**src/rtl/fwd_pipe_unit_if.sv**
```systemverilog
// Decode-stage forwarding bus: operand requests and in-flight results in, forwarding decisions out.
interface fwd_pipe_unit_if #(
    parameter int DATA_W = 32,
    parameter int NRD    = 2,
    parameter int NSTG   = 3,
    parameter int AW     = 5
);
    localparam int SW = $clog2(NSTG + 1);

    logic                   d_valid;
    logic [NRD*AW-1:0]      d_rs;
    logic [NRD*2-1:0]       d_tuse;
    logic                   d_we;
    logic [AW-1:0]          d_rd;
    logic [1:0]             d_tnew;
    logic                   flush;
    logic [NSTG*DATA_W-1:0] stg_res;
    logic [NRD*DATA_W-1:0]  grf_rd;

    logic                   stall;
    logic [NRD*SW-1:0]      fwd_sel;
    logic [NRD*DATA_W-1:0]  opnd;
    logic [NRD-1:0]         opnd_rdy;

    modport master (
        output d_valid, d_rs, d_tuse, d_we, d_rd, d_tnew, flush, stg_res, grf_rd,
        input  stall, fwd_sel, opnd, opnd_rdy
    );

    modport slave (
        input  d_valid, d_rs, d_tuse, d_we, d_rd, d_tnew, flush, stg_res, grf_rd,
        output stall, fwd_sel, opnd, opnd_rdy
    );
endinterface

```
**src/rtl/fwd_pipe_unit.sv**
```systemverilog
// Operand forwarding and hazard stall unit tracking NSTG post-decode producers.
// Optional FWD_PERF_CNT_EN adds a saturating 32-bit stall_cnt output.
module fwd_pipe_unit #(
    parameter int DATA_W = 32,
    parameter int NRD    = 2,
    parameter int NSTG   = 3,
    parameter int AW     = 5
) (
    input  logic                 clk,
    input  logic                 reset_n,
`ifdef FWD_PERF_CNT_EN
    output logic [31:0]          stall_cnt,
`endif
    fwd_pipe_unit_if.slave       bus
);
    localparam int SW = $clog2(NSTG + 1);

    logic [NSTG-1:0] slot_v;
    logic [AW-1:0]   slot_rd [NSTG];
    logic [1:0]      slot_tn [NSTG];
    logic [NRD-1:0]  port_stall;
    logic            slot0_load;

    // Search runs oldest to youngest so the youngest matching producer overwrites older ones.
    always_comb begin
        logic [AW-1:0] rs;
        logic [1:0]    tuse;
        logic          hit;
        int            hit_k;
        bus.fwd_sel  = '0;
        bus.opnd     = bus.grf_rd;
        bus.opnd_rdy = '1;
        port_stall   = '0;
        rs           = '0;
        tuse         = '0;
        hit          = 1'b0;
        hit_k        = 0;
        for (int p = 0; p < NRD; p++) begin
            rs    = bus.d_rs[p*AW +: AW];
            tuse  = bus.d_tuse[p*2 +: 2];
            hit   = 1'b0;
            hit_k = 0;
            for (int k = NSTG - 1; k >= 0; k--) begin
                if (slot_v[k] && (slot_rd[k] == rs) && (rs != '0)) begin
                    hit   = 1'b1;
                    hit_k = k;
                end
            end
            if (hit) begin
                if (slot_tn[hit_k] == 2'd0) begin
                    bus.fwd_sel[p*SW +: SW]      = SW'(hit_k + 1);
                    bus.opnd[p*DATA_W +: DATA_W] = bus.stg_res[hit_k*DATA_W +: DATA_W];
                end else if (slot_tn[hit_k] <= tuse) begin
                    bus.opnd_rdy[p] = 1'b0;
                end else begin
                    bus.opnd_rdy[p] = 1'b0;
                    port_stall[p]   = 1'b1;
                end
            end
        end
    end

    assign bus.stall  = bus.d_valid & (|port_stall);
    assign slot0_load = bus.d_valid & bus.d_we & (bus.d_rd != '0) & ~bus.stall & ~bus.flush;

    // Older slots keep advancing during a stall; only slot 0 takes a bubble.
    always_ff @(posedge clk or negedge reset_n) begin
        if (!reset_n) begin
            for (int k = 0; k < NSTG; k++) begin
                slot_v[k]  <= 1'b0;
                slot_rd[k] <= '0;
                slot_tn[k] <= '0;
            end
        end else begin
            slot_v[0]  <= slot0_load;
            slot_rd[0] <= slot0_load ? bus.d_rd : '0;
            slot_tn[0] <= slot0_load ? bus.d_tnew : 2'd0;
            for (int k = 1; k < NSTG; k++) begin
                slot_v[k]  <= slot_v[k-1];
                slot_rd[k] <= slot_rd[k-1];
                slot_tn[k] <= (slot_tn[k-1] == 2'd0) ? 2'd0 : slot_tn[k-1] - 2'd1;
            end
        end
    end

`ifdef FWD_PERF_CNT_EN
    always_ff @(posedge clk or negedge reset_n) begin
        if (!reset_n) begin
            stall_cnt <= '0;
        end else if (bus.stall && (stall_cnt != 32'hFFFF_FFFF)) begin
            stall_cnt <= stall_cnt + 32'd1;
        end
    end
`endif
endmodule

```
**src/flat_wrapper.sv**
```systemverilog
// flat-port wrapper written by rule: the top's interface ports become plain ports
module fwd_pipe_unit_flat 
#(
    parameter int DATA_W = 32,
    parameter int NRD    = 2,
    parameter int NSTG   = 3,
    parameter int AW     = 5
)
  (clk, reset_n, bus_d_valid, bus_d_rs, bus_d_tuse, bus_d_we, bus_d_rd, bus_d_tnew, bus_flush, bus_stg_res, bus_grf_rd, bus_stall, bus_fwd_sel, bus_opnd, bus_opnd_rdy);
  fwd_pipe_unit_if #(.DATA_W(DATA_W), .NRD(NRD), .NSTG(NSTG), .AW(AW)) bus_i ();
  input  logic clk;
  input  logic reset_n;
  input wire logic [$bits(bus_i.d_valid)-1:0] bus_d_valid;
  input wire logic [$bits(bus_i.d_rs)-1:0] bus_d_rs;
  input wire logic [$bits(bus_i.d_tuse)-1:0] bus_d_tuse;
  input wire logic [$bits(bus_i.d_we)-1:0] bus_d_we;
  input wire logic [$bits(bus_i.d_rd)-1:0] bus_d_rd;
  input wire logic [$bits(bus_i.d_tnew)-1:0] bus_d_tnew;
  input wire logic [$bits(bus_i.flush)-1:0] bus_flush;
  input wire logic [$bits(bus_i.stg_res)-1:0] bus_stg_res;
  input wire logic [$bits(bus_i.grf_rd)-1:0] bus_grf_rd;
  output wire logic [$bits(bus_i.stall)-1:0] bus_stall;
  output wire logic [$bits(bus_i.fwd_sel)-1:0] bus_fwd_sel;
  output wire logic [$bits(bus_i.opnd)-1:0] bus_opnd;
  output wire logic [$bits(bus_i.opnd_rdy)-1:0] bus_opnd_rdy;
  assign bus_i.d_valid = bus_d_valid;
  assign bus_i.d_rs = bus_d_rs;
  assign bus_i.d_tuse = bus_d_tuse;
  assign bus_i.d_we = bus_d_we;
  assign bus_i.d_rd = bus_d_rd;
  assign bus_i.d_tnew = bus_d_tnew;
  assign bus_i.flush = bus_flush;
  assign bus_i.stg_res = bus_stg_res;
  assign bus_i.grf_rd = bus_grf_rd;
  assign bus_stall = bus_i.stall;
  assign bus_fwd_sel = bus_i.fwd_sel;
  assign bus_opnd = bus_i.opnd;
  assign bus_opnd_rdy = bus_i.opnd_rdy;
  fwd_pipe_unit #(.DATA_W(DATA_W), .NRD(NRD), .NSTG(NSTG), .AW(AW)) u_core (.clk(clk), .reset_n(reset_n), .bus(bus_i));
endmodule
```
**config.mk**
```make
export PLATFORM = sky130hd
export DESIGN_NAME = fwd_pipe_unit_flat
export DESIGN_NICKNAME = d
export VERILOG_FILES = /design/src/rtl/fwd_pipe_unit_if.sv /design/src/rtl/fwd_pipe_unit.sv /design/src/flat_wrapper.sv
export SDC_FILE = /design/constraint.sdc
export NUM_CORES = 1
export LEC_CHECK = 0
export CAP_MARGIN = 20
export CORE_MARGIN = 4
export CORE_UTILIZATION = 28
export DETAILED_ROUTE_END_ITERATION = 8
export HOLD_SLACK_MARGIN = 0.15
export PLACE_DENSITY_LB_ADDON = 0.1
export SLEW_MARGIN = 20
export SYNTH_ARGS = -nofsm -noshare
export SYNTH_HDL_FRONTEND = slang
export SYNTH_SLANG_ARGS = --single-unit
```
**constraint.sdc**
```tcl
create_clock -name clk -period 11 [get_ports clk]
set_clock_uncertainty 0.05 [all_clocks]
set_input_delay 2.75 -clock clk [delete_from_list [all_inputs] [get_ports clk]]
set_output_delay 2.75 -clock clk [all_outputs]
set_load 0.03 [all_outputs]
```
==> flow_summary.toml <==
[synth]
synthArstFlopShare_pct = 100
synthesis.area_um2 = 3470
syn_area_per_cell_um2 = 8.35
synth_common_cells = "nand2_1 (67), o21ai_0 (65), mux2i_1 (64), mux2_2 (57), dfrtp_1 (24)"
syn-num-nets = 606
synth_edf_count = 0
ys_types = 37
seq_area_frac_synth_pct = 17.3
ys.flop_type = "dfrtp_1"
ys_ff_latch = 24
synth_top_area_share_pct = 18.5
synth.area.top_cells = "mux2_2 (18%), mux2i_1 (18%), dfrtp_1 (17%), o21ai_0 (9.4%), nand2_1 (7.2%)"
synth_most_common_cell = "nand2_1"
syn_inst = 416
synth_warnings = 0
synth_area_leader_cell = "mux2_2"

[setup_path]
timing.rr.start = "u_core.slot_rd[9]"
r2r_slack_ns = 7.37
max_stage_delay_ns = 0.70
endpoint_kind = "output pin"
start_kind = "input pin"
crit_path_max_fanout = 23
arrival_ns = 7.00
ff2ff_path_depth = 10
rr_endpoint = "u_core.slot_rd[13]"
critical_path_required_ns = 8.20
crit_slowest_cell = "clkdlybuf4s50_1"
critPathKind = "in -> out"
path_cells = "clkdlybuf4s50_1 -> or4_1 -> nor2_1 -> nor4_2 -> nor3_2 -> buf_4 -> a221oi_1 -> nand3_2 -> buf_4 -> mux2_2 -> clkdlybuf4s50_1"

[power]
powerDensity_nw_per_um2 = 56.5
leakagePower_nw = 2.20
finalPower_w = 0.000354
ir_worst_vdd_v = 0.0000794

[hold_path]
min_path_type = "reg -> reg"
hp-start = "u_core.slot_v[0]"
holdPathEnd = "u_core.slot_v[1]"
holdPathStages = 0

[run]
maxCapViolCount = 0

[sta]
max_freq_mhz = 102
tns_ns = 0
grt_setup_unrepaired = "no"
final_max_slew_viol_count = 0
whs_ns = 0.371
hold_viol = 0
worst_slew_pin_slew_ns = 0.850
slew_headroom_pct = 43.3
min_period_ns = 9.80
timing.final.crit_share_pct = 89.1
setup_viol = 0

[finish]
syn2layout_area_growth_pct = 80.7
fin_area_um2 = 6270
layout.nets = 846
drive_above_1_share_pct = 12.2
diodes = 0

[global_routing]
busiest_layer = "met2"
met1_usage_pct = 25.6
grt_max_degree = 44
grt_use_total_pct = 20.9
grt-ovfl-total = 0
use_met2_pct = 39.2
grt_pass1_vias = 4133
use_met3_pct = 3.80
grt_pass1_wl_mm = 24.0
antenna_found_initial = 0

[clock_tree]
htreeDepth = 1
ctsHoldBuffers = 0
cts_tree = "yes"
insertion_delay_ns = 0.25
cts_sinks = 24
clock_tree.buffer_depth = 2
clk_pin_slew_worst_paths_ns = 0.06
cts_buffers = 3
post_cts_buffers = 0
cts_root_buf = "clkbuf_16"
post_cts_resized = 0

[route]
drt_iter0_drc = 209
via_per_inst = 4.91
vias = 4040
drc = 0
wl_per_cell_um = 19.3
detail-route-antenna-nets = 0
first_pass_iters = 4
routed_wl_mm = 15.9

[floorplan]
initial_utilization_pct = 28.8
rows = 40
io_pins = 257
die_y_um = 119
dieArea_um2 = 14200
die_x_um = 119
core_um2 = 12100

[placed_design]
dpl.hpwl_mm = 13.0
port_buffers = 256
placed_area_um2 = 6190
place.gp.congestion = 0.979

[outcome]
status = "finished, final reports clean"
worst max-delay path: cells and delay by family:
kind	cells	cell delay, ns
buffers and inverters	4	1.94
and+or+nand+nor	5	1.47
AOI/OAI and AO/OA	1	0.55
muxes	1	0.27
layout make-up:
type                       count  area (um2)
multi-input combinational    358        2740
sequential                    24         601
clock buffer                   4        88.8
fill                        1141        5790
timing repair buffer         263        2610
tap                          168         210
inverter                       6        22.5
worst max-delay path by stage:
stage / startpoint / end / slack, ns / cells after the start
detailed placement: bus_d_rs[4] / bus_opnd[24] / 1.20 / 11
global placement: bus_d_rs[2] / bus_opnd[1] / 1.31 / 11
floorplan: bus_d_rs[0] / bus_stall / 2.78 / 12
finish: bus_d_rs[4] / bus_opnd[24] / 1.20 / 11
CTS: bus_d_rs[4] / bus_opnd[24] / 1.21 / 11
global route: bus_d_rs[4] / bus_opnd[28] / 0.94 / 11
metrics by stage:
stage | utilization, % | setup WS, ns | std cells
floorplan | - | 2.78 | 416
global placement | 51.3 | 1.31 | 819
detailed placement | 51.3 | 1.20 | 819
CTS | 52.1 | 1.21 | 823
global route | 52.0 | 0.942 | 823
finish | 52.0 | 1.20 | 823
power breakdown:
part | switching [W] | internal [W]
sequential | 0.00000245 | 0.0000905
clock | 0.0000278 | 0.0000554
combinational | 0.0000737 | 0.000105
total | 0.000104 | 0.000250
metal layers:
layer,vias up,part of all wire (%),wire [um]
met1,1903,42,6710
met4,0,0.40,63
met5,-,0,0
met2,143,51,8110
li1,1990,-,-
met3,4,6.2,977
sequential cells by signal, summed over array words and instances (netlist names):
register and cells:
u_core.slot_v 3, u_core.slot_tn 6, u_core.slot_rd 15
layout by cell type, fill, tap and decap left out, drive strengths merged, types with 6 or more instances in the layout:
master,count
nand2,67
buf,8
mux2,64
inv,6
dfrtp,24
nor2b,6
xor2,12
o21ai,65
xnor2,18
mux2i,64
clkdlybuf4s50,255
nor2,8
cells by family (layout without fill, tap and decap cells):
kind of cell	count (synthesis)	in the layout	share of synthesized area (%)
xor gates and xnor gates	30	30	7.57
DFF	24	24	17.3
and+or+nand+nor	118	118	17.4
adders and majority gates	4	4	1.44
AOI/OAI and AO/OA	78	78	12.4
muxes	128	128	39.2
buffers and inverters	34	273	4.61
(Power assumes the default switching activity.)
